--- src/rtl/adder.sv ---
// Registered WIDTH-bit adder: two-level carry-lookahead core (4-bit groups plus
// a group-level lookahead), with {cout, s} captured on each rising clk edge.
module adder #(
  parameter int WIDTH = 32
) (
  input  logic [WIDTH-1:0] a,
  input  logic [WIDTH-1:0] b,
  input  logic             cin,
  output logic [WIDTH-1:0] s,
  output logic             cout,
  input  logic             clk,
  input  logic             rst
);

  localparam int NG = WIDTH / 4;

  // Carries into each bit of a 4-bit group, flattened from the group carry-in.
  function automatic logic [3:0] cla4_carries(input logic [3:0] g, input logic [3:0] p,
                                              input logic ci);
    logic [3:0] c;
    c[0] = ci;
    c[1] = g[0] | (p[0] & ci);
    c[2] = g[1] | (p[1] & g[0]) | (p[1] & p[0] & ci);
    c[3] = g[2] | (p[2] & g[1]) | (p[2] & p[1] & g[0]) | (p[2] & p[1] & p[0] & ci);
    return c;
  endfunction

  function automatic logic group_gen(input logic [3:0] g, input logic [3:0] p);
    return g[3] | (p[3] & g[2]) | (p[3] & p[2] & g[1]) | (p[3] & p[2] & p[1] & g[0]);
  endfunction

  function automatic logic group_prop(input logic [3:0] p);
    return p[3] & p[2] & p[1] & p[0];
  endfunction

  logic [WIDTH-1:0] g_s;
  logic [WIDTH-1:0] p_s;
  logic [WIDTH-1:0] c_s;
  logic [NG-1:0]    grp_g_s;
  logic [NG-1:0]    grp_p_s;
  logic [NG:0]      gc_s;
  logic [WIDTH-1:0] sum_s;
  logic             cout_s;

  assign g_s = a & b;
  assign p_s = a ^ b;

  for (genvar gi = 0; gi < NG; gi++) begin : g_grp
    assign grp_g_s[gi]       = group_gen(g_s[4*gi +: 4], p_s[4*gi +: 4]);
    assign grp_p_s[gi]       = group_prop(p_s[4*gi +: 4]);
    assign c_s[4*gi +: 4]    = cla4_carries(g_s[4*gi +: 4], p_s[4*gi +: 4], gc_s[gi]);
  end

  // Second-level lookahead: every group carry-in is its own sum-of-products of
  // cin and the lower groups' G/P, so no carry ripples between groups.
  always_comb begin
    logic acc;
    logic run_p;
    gc_s    = {(NG + 1){1'b0}};
    gc_s[0] = cin;
    for (int j = 1; j <= NG; j++) begin
      acc   = 1'b0;
      run_p = 1'b1;
      for (int k = j - 1; k >= 0; k--) begin
        acc   = acc | (run_p & grp_g_s[k]);
        run_p = run_p & grp_p_s[k];
      end
      gc_s[j] = acc | (run_p & cin);
    end
  end

  assign sum_s  = p_s ^ c_s;
  assign cout_s = gc_s[NG];

  // Output pipeline stage; reset wins over the add in the same cycle.
  always_ff @(posedge clk) begin
    if (rst) begin
      s    <= {WIDTH{1'b0}};
      cout <= 1'b0;
    end else begin
      s    <= sum_s;
      cout <= cout_s;
    end
  end

endmodule

--- config.mk ---
export PLATFORM = sky130hd
export DESIGN_NAME = adder
export DESIGN_NICKNAME = d
export VERILOG_FILES = /design/src/rtl/adder.sv
export SDC_FILE = /design/constraint.sdc
export NUM_CORES = 1
export LEC_CHECK = 0
export CAP_MARGIN = 0
export CORE_MARGIN = 1
export CORE_UTILIZATION = 42
export DETAILED_ROUTE_END_ITERATION = 10
export GPL_TIMING_DRIVEN = 1
export PLACE_DENSITY = 0.8
export SLEW_MARGIN = 20
export SYNTH_ARGS = -nofsm -noshare
export SYNTH_HDL_FRONTEND = slang
export SYNTH_SLANG_ARGS = --single-unit
--- constraint.sdc ---
create_clock -name clk -period 3.9 [get_ports clk]
set_clock_uncertainty 0.15 [all_clocks]
set_input_delay 0.975 -clock clk [delete_from_list [all_inputs] [get_ports clk]]
set_output_delay 0.975 -clock clk [all_outputs]
set_load 0.1 [all_outputs]
**Word-level counts from Yosys, hierarchy flattened**

Cells that the tools add are included.

- Bitwise gates (word level): 295

Operator list:

| cell | count |
|---|---|
| AND 1 bit | 184 |
| bitwise OR 1 bit | 108 |
| bitwise XOR 32 bit | 2 |
| AND 32 bit | 1 |

- Flip-flop bits (word level): 33
- Input bits: 67

**Depth between registers and ports, before layout**

Gate-level depths: netlist of run 1.

- Word-level depth: 16
- Mapped depth: 10

**Worst setup path after synthesis of run 1**

Ideal clock, no wire load.

- Path type: input -> register
- Start point: in a[0]
- End point: reg s[17]
- Arrival: 3.004 ns
- Cell stages on the path: 9
- Required time: 3.621 ns
- Slack: 0.617 ns
- Cell sequence: ha_1 a211o_1 a211o_1 a22oi_4 a21oi_2 or2_2 fa_1 xnor2_1 nor2_1

- Cells in the longest elaborated chain, start to end: 9
- Elaborated cells between the ends (all ways): 13
- Those cells by class: bitwise: 13

RTL lines:

| what | RTL line | RTL |
|---|---|---|
| from (decl) | 6 | `input logic [WIDTH-1:0] a,` |
| AND 32 bit | 45 | `assign g_s = a & b;` |
| AND 1 bit | 29 | `return g[3] \| (p[3] & g[2]) \| (p[3] & p[2] & g[1]) \| (p[3] & p[2] & p[1] & g[0]);` |
| bitwise OR 1 bit | 29 |  |
| AND 1 bit | 65 | `acc = acc \| (run_p & grp_g_s[k]);` |
| bitwise OR 1 bit | 65 |  |
| bitwise OR 1 bit * | 68 | `gc_s[j] = acc \| (run_p & cin);` |
| AND 1 bit * | 22 | `c[1] = g[0] \| (p[0] & ci);` |
| bitwise OR 1 bit * | 22 |  |
| bitwise XOR 32 bit * | 72 | `assign sum_s = p_s ^ c_s;` |
| to (signal assigned) | 78 | `s <= {WIDTH{1'b0}};` |
| to (signal assigned) | 81 | `s <= sum_s;` |
| to (decl) | 9 | `output logic [WIDTH-1:0] s,` |

Every way passes the cells marked *; elsewhere a longest branch is shown, timed or not.
A chain may end at the register's enable or synchronous reset.

**Final worst setup path of run 1**

Ends and elaborated chain as after synthesis.

==> impl_metrics.ini, run 1 <==
[outcome]
status = finished, final reports clean

[critical_path]
path_cells = clkdlybuf4s50_1 -> ha_1 -> a211o_1 -> a211o_1 -> a22oi_4 -> a21oi_2 -> or2_2 -> fa_1 -> xnor2_1 -> nor2_1
critPathMaxFanout = 4
crit_slowest_cell = clkdlybuf4s50_1
startpoint = a[0]
critical_path_class = in2reg
max_stage_delay_ps = 430
required_ps = 3920
arrival_ps = 3570
cpMostUsedCell = a211o_1
startpoint_type = input port
endpoint_kind = flop
endpoint = s[17]

[floorplanning]
row_count = 26
dieWidth_um = 75.13
fp.dieH_um = 75.13
ios = 100
core_um2 = 5140
start_util_pct = 43.70
dieArea_um2 = 5644

[clock_tree]
hold_buffers = 0
clkSlewWorstSetupHoldPaths_ps = 70
cts_sinks = 33
cts_resized = 0
numCtsBuffers = 5
cts_tree = built
post_cts_buffers = 0
cts_root_buf = clkbuf_8
clk_path_buf_depth = 2
ctsHtreeMaxLevel = 2

[route]
vias = 2071
routedWlPerCell_um = 12.97
vias_per_cell = 5.002
ant_nets = 0
drtIter0Drc = 43
first_pass_iters = 4
routed_wirelength_um = 5371
drc = 0

[place]
dp_hpwl_um = 4476
port_buffers = 99
gp_congestion = 0.8398
place_ws_ps = 68.02
placed_area_um2 = 3321

[global_routing]
grtUsageTotal_pct = 20.07
grt_pass1_vias = 2062
overflow = 0
antenna_found_initial = 0
grt_max_degree = 23
grt_pass1_wl_um = 8673

[synth]
synthCells = 239
ys_seq_area_share_pct = 29.42
ys_ff_latch = 33
synth.top_cell.area_share_pct = 29.42
syn_nets = 346
yosys.area.top_type = dfxtp_1
postSynthAreaPerCell_um2 = 9.397
ys_warn_count = 0
netlist_area_um2 = 2246
synth_area_leaders = dfxtp_1 (29%), ha_1 (18%), fa_1 (7.1%), nor2_1 (4.8%), xnor2_1 (4.3%)
post_synth_num_cell_types = 46

[min_path]
holdCritPathClass = in2reg

[timing]
fin_crit_sh_pct = 91.02
finalSetupTns_ps = 0
min_period_ps = 3550
rsz0062_at_grt = false
maxSlewHeadroom_pct = 32.34
fin_ws_ps = 350.3
max_freq_mhz = 281.7
hold_viol = 0
setup_viol = 0
max_slew.worst_pin.slew_ps = 1012
maxSlewViolCount = 0

[pwr]
p_leak_nw = 1.455
ir_drop_v = 0.0001708
power_density_nw_per_um2 = 432.0

[final_layout]
num-nets-final = 450
drive_above_1_share_pct = 8.430
multi_input_area_um2 = 1533
antennaDiodeCount = 0
layout.area.seq_um2 = 660.6
area_delta_synth_final_pct = 53.04
final_area_um2 = 3437
nFillCells = 433

[run]
max_cap_violations = 0
[placed cells by master, fill, tap and decap left out, types with 2 or more instances in the layout]
cell type / synthesis / routed
a211o_1: 3 / 3
a21boi_1: 3 / 3
a21o_1: 7 / 7
a21oi_1: 16 / 16
a21oi_2: 5 / 5
clkbuf_8: 0 / 6
clkdlybuf4s50_1: 0 / 99
dfxtp_1: 33 / 33
fa_1: 8 / 8
ha_1: 32 / 32
inv_1: 10 / 10
nand2_1: 10 / 10
nand2_2: 2 / 2
nand2b_1: 2 / 2
nand3_1: 4 / 4
nand4_1: 2 / 2
nor2_1: 29 / 29
nor2b_1: 7 / 7
nor3_1: 6 / 6
o21a_1: 3 / 3
o21ai_0: 3 / 3
o21ai_1: 7 / 7
o21ai_2: 2 / 2
o21bai_1: 2 / 2
or2_2: 2 / 2
or3_1: 2 / 2
xnor2_1: 11 / 11
xor2_1: 6 / 6
[layer usage]
layer	up-vias	global-route usage (%)	part of all wire (%)
met5	-	0	0
met4	0	8.176	2.3
met3	10	3.347	4.6
met2	62	36.14	51
met1	945	23.60	42
li1	1054	-	-
[sequential cells by signal, summed over array words and instances (netlist names)]
register  cells
cout          1
s            32
[area by class of cell]
| cell class | instances | share of cell area (%) |
|---|---|---|
| clock buffers | 7 | 2.512 |
| clock inverters | 1 | 0.8737 |
| inverters | 11 | 1.201 |
| multi-input cells | 192 | 44.59 |
| flip-flops and latches | 33 | 19.22 |
| well taps | 70 | 2.548 |
| repair buffers | 100 | 29.05 |
[worst max-delay path, delay by kind of cell]
family / cells / cell delay [ps]
xor+xnor: 1 / 160
fa+ha+maj: 2 / 700
simple gates: 2 / 360
buf+inv: 1 / 430
compound gates: 4 / 950
[kinds of logic after synthesis]
kind of cell / count (synthesis) / synth area share (%)
compound gates: 63 / 20.11
xor+xnor: 17 / 6.629
fa+ha+maj: 40 / 24.96
buf+inv: 14 / 2.340
flops: 33 / 29.41
mux: 1 / 0.4457
simple gates: 71 / 16.10
[how the worst min path moves through the flow]
stage / startpoint / cells past startpoint / slack (ps) / to
5_1_grt: b[31] / 4 / 1330 / cout
2_1_floorplan: rst / 1 / 900 / s[16]
6_report: b[31] / 4 / 1310 / cout
3_5_place_dp: b[0] / 4 / 1580 / s[0]
3_3_place_gp: b[31] / 4 / 1590 / cout
4_1_cts: b[0] / 4 / 1300 / s[0]
[stage by stage]
stage               utilization [%]  hold slack, ps  instances  power, mW
finish                        66.87            1309        414      1.485
global route                  66.87            1331        414      1.554
CTS                           66.87            1305        414      1.492
detailed placement            64.61            1581        406      1.160
global placement              64.61            1588        406      1.146
floorplan                         -           896.6        239     0.9506
[synth_stat cells, drive strengths merged]
cell type  number
ha             32
inv            11
or2             2
a22oi           1
nand3           4
mux2i           1
fa              8
clkbuf          3
a41oi           2
and2            1
a31oi           1
or3             2
and4            1
nor4            2
dfxtp          33
nor3            7
a211oi          1
a21o            8
o21ai          12
a21boi          4
a21oi          21
o21bai          2
nor2           29
a221oi          1
a31o            2
xor2            6
a211o           3
nand4           2
xnor2          11
o22ai           1
nor2b           7
nand2b          2
nand2          12
o21a            4
[power breakdown]
part	switching, mW	internal [mW]	total (mW)
Clock	0.123	0.208	0.331
Combinational	0.512	0.248	0.759
Sequential	0.0110	0.383	0.394
Total	0.646	0.839	1.48
No activity file was read; power rests on OpenSTA's default activity.
==> run 2, diff against run 1 <==
- CORE_UTILIZATION: 42 -> 46
- PLACE_DENSITY: 0.8 -> 0.87
- clock period: 3.9 -> 4.4 ns (I/O delays scaled with it)
==> run 2 against run 1 <==
Routed wire length up 2.4%. Power down 14%. First-iteration DRC count up 42%. Critical path depth unchanged. Largest cell class unchanged. Largest power group unchanged.
==> impl_metrics.ini, run 2 (synthesis gave the netlist of run 1 again) <==
[place]
placed_area_um2 = 3317
gp_congestion = 0.8605
dp_hpwl_um = 4480
port_buffers = 99
place_ws_ps = 424.8
dp_cells = 403

[route]
vias = 2121
first_pass_iters = 4
drtIter0Drc = 61
ant_nets = 0
routedWlPerCell_um = 13.38
routed_wirelength_um = 5501
vias_per_cell = 5.161
drc = 0

[final_layout]
regMostFlops = s
multi_input_area_um2 = 1533
antennaDiodeCount = 0
final_common_cell = clkdlybuf4s50_1
nFillCells = 371
final_cell_count_no_fill = 411
drive_above_1_share_pct = 8.721
final_util_pct = 72.37
final_area_um2 = 3418
area_delta_synth_final_pct = 52.20
largest_registers = s x32, cout x1
layout.area.seq_um2 = 660.6
layout_common_cells = clkdlybuf4s50_1 (99), dfxtp_1 (33), ha_1 (32), nor2_1 (29), a21oi_1 (16)
num-nets-final = 450
largest_reg_flops = 32

[global_routing]
grt_pass1_wl_um = 9349
grt_max_degree = 22
overflow = 0
grtUsageTotal_pct = 23.23
antenna_found_initial = 0
grt_pass1_vias = 2162

[timing]
maxSlewViolCount = 0
min_period_ps = 3688
maxSlewHeadroom_pct = 31.47
finalSetupTns_ps = 0
max_slew.worst_pin.slew_ps = 1025
timing.hold.ws_ps = 1417
setup_viol = 0
fin_ws_ps = 711.5
max_freq_mhz = 271.1
hold_viol = 0
fin_crit_sh_pct = 83.83
rsz0062_at_grt = false

[pwr]
switching_share_pct = 45.16
p_leak_nw = 1.451
fin_total_pwr_mw = 1.276
p_int_mw = 0.6995
power_density_nw_per_um2 = 373.2
clockPowerShare_pct = 19.9
ir_drop_v = 0.0001615
p_seq_share_pct = 27.4
pwr-share-comb_pct = 52.7
p_sw_mw = 0.5760

[floorplanning]
fp.dieH_um = 71.88
ios = 100
row_count = 25
core_um2 = 4723
dieWidth_um = 71.88
dieArea_um2 = 5166
start_util_pct = 47.55

[outcome]
status = finished, final reports clean

[critical_path]
arrival_ps = 3710
required_ps = 4420
endpoint_kind = flop
startpoint_type = input port
startpoint = a[0]
critical_path_class = in2reg
critPathMaxFanout = 4
endpoint = s[17]

[clock_tree]
clkSlewWorstSetupHoldPaths_ps = 70
ctsHtreeMaxLevel = 2
numCtsBuffers = 5
cts_root_buf = clkbuf_8
cts_tree = built
post_cts_buffers = 0
hold_buffers = 0
clk_path_buf_depth = 2
cts_sinks = 33
cts_resized = 0

[run]
max_cap_violations = 0

[min_path]
holdCritPathClass = in2reg
min-delay-start = b[31]
[run 2: cell types whose count changed in the layout (fill, tap and decap cells not counted)]
cell,before,now
bufinv_16,1,0
clkbuf_1,1,0
clkbuf_8,6,7
clkinv_2,0,1
[run 2: power by group through the flow]
stage	logic [mW]	registers (mW)	clock network, mW
floorplan	0.190	0.653	0
global placement	0.658	0.356	0
detailed placement	0.670	0.356	0
CTS	0.673	0.350	0.260
global route	0.712	0.353	0.273
finish	0.672	0.349	0.254
[run 2: worst max-delay path: stages]
cell and delay, ps:
clkdlybuf4s50_1 430, ha_1 320, a211o_1 330, a211o_1 330, a22oi_4 200, a21oi_2 100, or2_2 310, fa_1 380
xnor2_1 160, nor2_1 50
[run 2: metal layers]
metal  GRT usage (%)  share of wire, %
met4           10.46               2.9
met2           42.87                51
met1           25.72                42
met5               0                 0
met3           4.360               4.6
[run 2: cell type report]
class | instances | area share [%]
multi-input combinational | 192 | 44.84
timing repair buffer | 100 | 29.21
sequential | 33 | 19.33
clock buffer | 7 | 2.818
tap | 67 | 2.452
inverter | 11 | 1.208
clock inverter | 1 | 0.1464
[run 2: worst min path at each step]
stage,slack [ps],endpoint,cells after the start
after detailed placement,1710,cout,4
after CTS,1410,cout,4
final,1420,cout,4
after global placement,1710,cout,4
after global routing,1430,cout,4
after floorplan,1020,s[16],1
